## config.mk

```make
export PLATFORM = sky130hd
export DESIGN_NAME = oam_dma_ctrl_flat
export DESIGN_NICKNAME = d
export VERILOG_FILES = /design/src/rtl/oam_dma_ctrl_if.sv /design/src/rtl/oam_dma_ctrl.sv /design/src/flat_wrapper.sv
export SDC_FILE = /design/constraint.sdc
export NUM_CORES = 1
export LEC_CHECK = 0
export ABC_AREA = 1
export CAP_MARGIN = 5
export CELL_PAD_IN_SITES_DETAIL_PLACEMENT = 1
export CELL_PAD_IN_SITES_GLOBAL_PLACEMENT = 1
export CORE_ASPECT_RATIO = 0.5
export CORE_UTILIZATION = 35
export CTS_BUF_LIST = sky130_fd_sc_hd__clkbuf_16
export CTS_CLUSTER_DIAMETER = 50
export DETAILED_ROUTE_END_ITERATION = 8
export DONT_BUFFER_PORTS = 1
export GPL_TIMING_DRIVEN = 0
export HOLD_SLACK_MARGIN = 0.08
export PLACE_DENSITY = 0.82
export SYNTH_ARGS = -nofsm -noshare
export SYNTH_HDL_FRONTEND = slang
export SYNTH_SLANG_ARGS = --single-unit
export TNS_END_PERCENT = 100
```

## constraint.sdc

```tcl
create_clock -name clk -period 1.3 [get_ports clk]
set_input_delay 0.13 -clock clk [delete_from_list [all_inputs] [get_ports clk]]
set_output_delay 0.13 -clock clk [all_outputs]
set_load 0.01 [all_outputs]
```

## src/rtl/oam_dma_ctrl_if.sv

```systemverilog
// Signal bundle between the CPU/memory map and the OAM DMA controller.
// slave = controller side, master = surrounding top level (or bench).
interface oam_dma_ctrl_if;
   // Strobe semantics: every strobe and address is sampled only on a clk edge
   // with ce high; all read data is combinational and valid by that edge.
   logic        ce;
   logic [15:0] cpu_addr;
   logic [7:0]  cpu_d_out;
   logic        cpu_write;
   logic [7:0]  cpu_d_in;
   logic [15:0] bus_addr;
   logic        bus_write;
   logic [7:0]  bus_d_rd;
   logic [7:0]  io_d_rd;
   logic [7:0]  oam_addr;
   logic        oam_write;
   logic [7:0]  oam_d_wr;
   logic [7:0]  oam_d_rd;
   logic        dma_active;
   logic [1:0]  state_dbg;

   modport slave (
      input  ce, cpu_addr, cpu_d_out, cpu_write, bus_d_rd, io_d_rd, oam_d_rd,
      output cpu_d_in, bus_addr, bus_write, oam_addr, oam_write, oam_d_wr,
             dma_active, state_dbg
   );

   modport master (
      output ce, cpu_addr, cpu_d_out, cpu_write, bus_d_rd, io_d_rd, oam_d_rd,
      input  cpu_d_in, bus_addr, bus_write, oam_addr, oam_write, oam_d_wr,
             dma_active, state_dbg
   );
endinterface

```

## src/rtl/oam_dma_ctrl.sv

```systemverilog
// OAM DMA engine and CPU bus arbiter: copies OAM_LEN bytes into OAM on an
// FF46 write and fences the CPU off the external bus while the copy runs.
module oam_dma_ctrl #(
   parameter int          OAM_LEN  = 160,
   parameter logic [15:0] REG_ADDR = 16'hFF46
) (
   input logic           clk,
   input logic           rst,
   oam_dma_ctrl_if.slave bif
);

   typedef enum logic [1:0] {
      IDLE  = 2'd0,
      START = 2'd1,
      XFER  = 2'd2
   } state_t;

   localparam logic [7:0] LAST_IDX = 8'(OAM_LEN - 1);

   state_t     state, state_nx;
   logic [7:0] src, src_nx;
   logic [7:0] idx, idx_nx;
   logic       trig;
   logic       in_xfer;
   logic       oam_hit;
   logic       oam_gap;
   logic [7:0] eff_src;

   assign trig    = bif.ce && bif.cpu_write && (bif.cpu_addr == REG_ADDR);
   assign in_xfer = (state == XFER);
   assign oam_hit = (bif.cpu_addr >= 16'hFE00) && (bif.cpu_addr <= 16'hFE9F);
   assign oam_gap = (bif.cpu_addr >= 16'hFEA0) && (bif.cpu_addr <= 16'hFEFF);
   // Sources in E000-FFFF fold down onto WRAM, as the echo region does.
   assign eff_src = (src[7:5] == 3'b111) ? (src & 8'hDF) : src;

   always_ff @(posedge clk) begin
      if (rst) begin
         state <= IDLE;
         src   <= 8'h00;
         idx   <= 8'h00;
      end else if (bif.ce) begin
         state <= state_nx;
         src   <= src_nx;
         idx   <= idx_nx;
      end
   end

   // A trigger wins over sequencing in every state, so a rewrite of the
   // register restarts the copy from byte zero.
   always_comb begin
      state_nx = state;
      src_nx   = src;
      idx_nx   = idx;
      if (trig) begin
         src_nx   = bif.cpu_d_out;
         idx_nx   = 8'h00;
         state_nx = START;
      end else begin
         case (state)
            START: state_nx = XFER;
            XFER: begin
               if (idx == LAST_IDX) begin
                  idx_nx   = 8'h00;
                  state_nx = IDLE;
               end else begin
                  idx_nx = idx + 8'h01;
               end
            end
            default: state_nx = IDLE;
         endcase
      end
   end

   always_comb begin
      bif.bus_addr  = bif.cpu_addr;
      bif.bus_write = bif.cpu_write && (bif.cpu_addr < 16'hFE00);
      bif.oam_addr  = bif.cpu_addr[7:0];
      bif.oam_write = bif.cpu_write && oam_hit;
      bif.oam_d_wr  = bif.cpu_d_out;
      if (in_xfer) begin
         bif.bus_addr  = {eff_src, idx};
         bif.bus_write = 1'b0;
         bif.oam_addr  = idx;
         bif.oam_write = 1'b1;
         bif.oam_d_wr  = bif.bus_d_rd;
      end
   end

   always_comb begin
      if (bif.cpu_addr == REG_ADDR)
         bif.cpu_d_in = src;
      else if (bif.cpu_addr >= 16'hFF00)
         bif.cpu_d_in = bif.io_d_rd;
      else if (in_xfer)
         bif.cpu_d_in = 8'hFF;
      else if (oam_hit)
         bif.cpu_d_in = bif.oam_d_rd;
      else if (oam_gap)
         bif.cpu_d_in = 8'h00;
      else
         bif.cpu_d_in = bif.bus_d_rd;
   end

   assign bif.dma_active = in_xfer;
   assign bif.state_dbg  = state;

endmodule

```

## src/flat_wrapper.sv

```systemverilog
// flat-port wrapper written by rule: the top's interface ports become plain ports
module oam_dma_ctrl_flat 
#(
   parameter int          OAM_LEN  = 160,
   parameter logic [15:0] REG_ADDR = 16'hFF46
)
  (clk, rst, bif_ce, bif_cpu_addr, bif_cpu_d_out, bif_cpu_write, bif_bus_d_rd, bif_io_d_rd, bif_oam_d_rd, bif_cpu_d_in, bif_bus_addr, bif_bus_write, bif_oam_addr, bif_oam_write, bif_oam_d_wr, bif_dma_active, bif_state_dbg);
  oam_dma_ctrl_if bif_i ();
  input logic clk;
  input logic rst;
  input wire logic [$bits(bif_i.ce)-1:0] bif_ce;
  input wire logic [$bits(bif_i.cpu_addr)-1:0] bif_cpu_addr;
  input wire logic [$bits(bif_i.cpu_d_out)-1:0] bif_cpu_d_out;
  input wire logic [$bits(bif_i.cpu_write)-1:0] bif_cpu_write;
  input wire logic [$bits(bif_i.bus_d_rd)-1:0] bif_bus_d_rd;
  input wire logic [$bits(bif_i.io_d_rd)-1:0] bif_io_d_rd;
  input wire logic [$bits(bif_i.oam_d_rd)-1:0] bif_oam_d_rd;
  output wire logic [$bits(bif_i.cpu_d_in)-1:0] bif_cpu_d_in;
  output wire logic [$bits(bif_i.bus_addr)-1:0] bif_bus_addr;
  output wire logic [$bits(bif_i.bus_write)-1:0] bif_bus_write;
  output wire logic [$bits(bif_i.oam_addr)-1:0] bif_oam_addr;
  output wire logic [$bits(bif_i.oam_write)-1:0] bif_oam_write;
  output wire logic [$bits(bif_i.oam_d_wr)-1:0] bif_oam_d_wr;
  output wire logic [$bits(bif_i.dma_active)-1:0] bif_dma_active;
  output wire logic [$bits(bif_i.state_dbg)-1:0] bif_state_dbg;
  assign bif_i.ce = bif_ce;
  assign bif_i.cpu_addr = bif_cpu_addr;
  assign bif_i.cpu_d_out = bif_cpu_d_out;
  assign bif_i.cpu_write = bif_cpu_write;
  assign bif_i.bus_d_rd = bif_bus_d_rd;
  assign bif_i.io_d_rd = bif_io_d_rd;
  assign bif_i.oam_d_rd = bif_oam_d_rd;
  assign bif_cpu_d_in = bif_i.cpu_d_in;
  assign bif_bus_addr = bif_i.bus_addr;
  assign bif_bus_write = bif_i.bus_write;
  assign bif_oam_addr = bif_i.oam_addr;
  assign bif_oam_write = bif_i.oam_write;
  assign bif_oam_d_wr = bif_i.oam_d_wr;
  assign bif_dma_active = bif_i.dma_active;
  assign bif_state_dbg = bif_i.state_dbg;
  oam_dma_ctrl #(.OAM_LEN(OAM_LEN), .REG_ADDR(REG_ADDR)) u_core (.clk(clk), .rst(rst), .bif(bif_i));
endmodule
```

==> impl_metrics.ini <==
[outcome]
status = finished, violations left
violations = setup timing

[finish]
stdcell_area_mm2 = 0.00245
drive_gt1_frac = 0.374
insertedDiodeCount = 0
fin_cells = 406
fillCellCount = 600
finalNetCount = 395
syn2layout_area_growth_pct = 46.8
final_util = 0.546

[detailed_routing]
first_pass_iters = 6
via_per_inst = 6.02
wl_mm = 9.60
route.detailed.wl_per_inst_um = 23.7
postRouteAntennaNets = 0
drcViolationCount = 0
dr_wl_met3_um = 844
vias = 2444
highest_layer = met4
wl_met1_mm = 3.70
drt_iter0_drc = 100
dr_wl_met2_mm = 4.56

[setup_path]
end_kind = flop
crit_path_max_fanout = 6
crit_chain = inv_4 -> nor2_4 -> inv_4 -> buf_4 -> buf_6 -> nor2_4 -> buf_6 -> nand4_1 -> a21oi_1
crit_path_max_incr_delay_ps = 390
start_kind = flop
arrival_ps = 1860
crit_type = reg2reg
timing.rr.start = u_core.bif.state_dbg[1]$_SDFFE_PP0P_
worstPathRequired_ps = 1470
crit_start = u_core.bif.state_dbg[1]$_SDFFE_PP0P_
slowest_stage = dfxtp_4

[cts]
cts_root_buf = clkbuf_16
cts.sink_count = 18
clkLatencyLatePin_ps = 260
cts_tree = built
cts_buffers = 3
clock_path_buffers = 2
h-tree-depth = 1
path_clk_slew_ps = 60

[timing]
drv_slew = 0
min_period_over_period = 1.30
max_freq_mhz = 592
rsz0062_at_grt = true
max_slew.worst_pin.slew_ps = 627
fin_ws_ps = -390
setup_viol = 52
relSlewSlack = 0.582
finClkSkew_ps = 5.62
whs_ps = 155
finalHoldViolCount = 0
fin_crit_ps = 1690

[grt]
grt_first_pass_wirelength_mm = 12.0
grt_overflow = 0
grt_pass1_vias = 2344
grt_start_max_net_pins = 11
track_usage = 0.313
antenna_found_initial = 0

[pwr]
leakagePower_nw = 1.05
p_seq_frac = 0.320
power_frac_comb = 0.297
irDropWorstVdd_mv = 0.481
power-per-cell-area_mw_per_mm2 = 711
switching_share = 0.336
clock_power_share = 0.383
cell_internal_pwr_mw = 1.15
power.switching_mw = 0.585

[logic_synthesis]
syn-num-nets = 360
synth.largest_area_cell = nand2_1
yosys-top-cells-count = nand2_1 (120), nand3_1 (38), nor2_1 (30), inv_1 (24), dfxtp_1 (18)
synthCells = 307
ys_seq_elements = 18
syn_area_per_cell_um2 = 5.43
synth_top_area_share = 0.270
synthArstFlopShare = 0
synth_edf_count = 0
synth_area_leaders = nand2_1 (27%), dfxtp_1 (22%), nand3_1 (11%)
ys.flop_type = dfxtp_1
synth_warnings = 0
synth_area_mm2 = 0.00167
yosysSeqAreaShare = 0.216
synth.most_common_cell = nand2_1
synth.distinct_cells = 24

[worst_hold_path]
hold_path_class = in2reg
hp-start = bif_ce

[placed_design]
post-place-ws_ps = -244
dp_cells = 373
placed_area_mm2 = 0.00180
place_congestion = 0.805
portBuffers = 0
dp_hpwl_mm = 4.84

[die]
rows = 17
die_h_um = 50.8
start_util = 0.372
die_area_mm2 = 0.00506
die_x_um = 99.6
pin_count = 97
core_mm2 = 0.00449

[run]
max_cap_viol_count = 0
==> cell families (layout without fill, tap and decap cells) <==
family / after synthesis / count (layout) / synth area share
XOR/XNOR: 1 / 1 / 0.00525
adder cells (fa/ha/maj): 1 / 1 / 0.00750
buffers and inverters: 52 / 85 / 0.150
flip-flops: 18 / 18 / 0.216
AO/OA/AOI/OAI: 34 / 34 / 0.106
AND/OR/NAND/NOR: 201 / 201 / 0.515
==> sequential cells by signal (all words and copies together), names as in the netlist <==
register,count
u_core.src,8
u_core.bif.state_dbg,2
u_core.idx,8
==> worst max-delay path: cells and delay by family, from the launching register on <==
family	cells	cell delay, ps
AND/OR/NAND/NOR	3	460
flip-flops	1	390
AO/OA/AOI/OAI	1	210
buffers and inverters	5	550
==> final cells by class <==
class                           count  area [µm²]  area share
Sequential cell                    18         378       0.154
Multi-Input combinational cell    237        1320       0.540
Tap cell                           66        82.6      0.0337
Clock buffer                        3        75.1      0.0307
Inverter                           33         130      0.0531
Buffer                             19         201      0.0823
Timing Repair Buffer               30         259       0.106
==> power by group through the flow <==
| stage | Clock [mW] | Combinational [mW] | Sequential, mW |
|---|---|---|---|
| 2_1_floorplan | 0 | 0.265 | 0.572 |
| 3_3_place_gp | 0 | 0.310 | 0.573 |
| 3_5_place_dp | 0 | 0.320 | 0.573 |
| 4_1_cts | 0.618 | 0.434 | 0.556 |
| 5_1_grt | 0.686 | 0.537 | 0.557 |
| 6_report | 0.666 | 0.516 | 0.557 |
==> stage by stage <==
stage,total power [mW],TNS (ps)
6_report,1.74,-13050
5_1_grt,1.78,-14780
4_1_cts,1.61,-6980
3_5_place_dp,0.893,-5060
3_3_place_gp,0.883,-3750
2_1_floorplan,0.837,-126
==> placed cells by master (no fill, tap or decap), drive strengths merged <==
cell type | netlist | routed
ha | 1 | 1
nand4 | 3 | 3
nand2 | 122 | 122
inv | 32 | 32
nor3 | 1 | 1
clkbuf | 7 | 7
o21a | 1 | 1
a21oi | 18 | 18
nor2 | 36 | 36
nand3 | 39 | 39
o21ai | 15 | 15
buf | 12 | 36
clkinv | 1 | 1
dlygate4sd3 | 0 | 9
dfxtp | 18 | 18
xor2 | 1 | 1
==> metal layers <==
layer,GRT usage,vias to the layer above
met5,0,-
met4,0.125,0
met3,0.0684,49
met2,0.589,168
met1,0.350,1205
li1,-,1022
==> path summary, 6_finish.rpt <==
kind                                          end  slack (ps)  cells past startpoint
min reg2reg            u_core.src[2]$_SDFFE_PP0P_         530                      2
min          u_core.bif.state_dbg[0]$_SDFFE_PP0P_         160                      3
max                    u_core.idx[6]$_SDFFE_PP0P_        -390                      9
max reg2reg            u_core.idx[6]$_SDFFE_PP0P_        -390                      9
==> repair_timing <==
action / CTS / global route
endpoints found under the setup margin: 52 / 52
hold endpoints to repair: 9 / 0
buffers inserted: 12 / 9
hold buffers: 9 / 0
gates resized for setup: 70 / 35
pin swaps: 15 / 13
No activity file was read; power rests on OpenSTA's default activity.
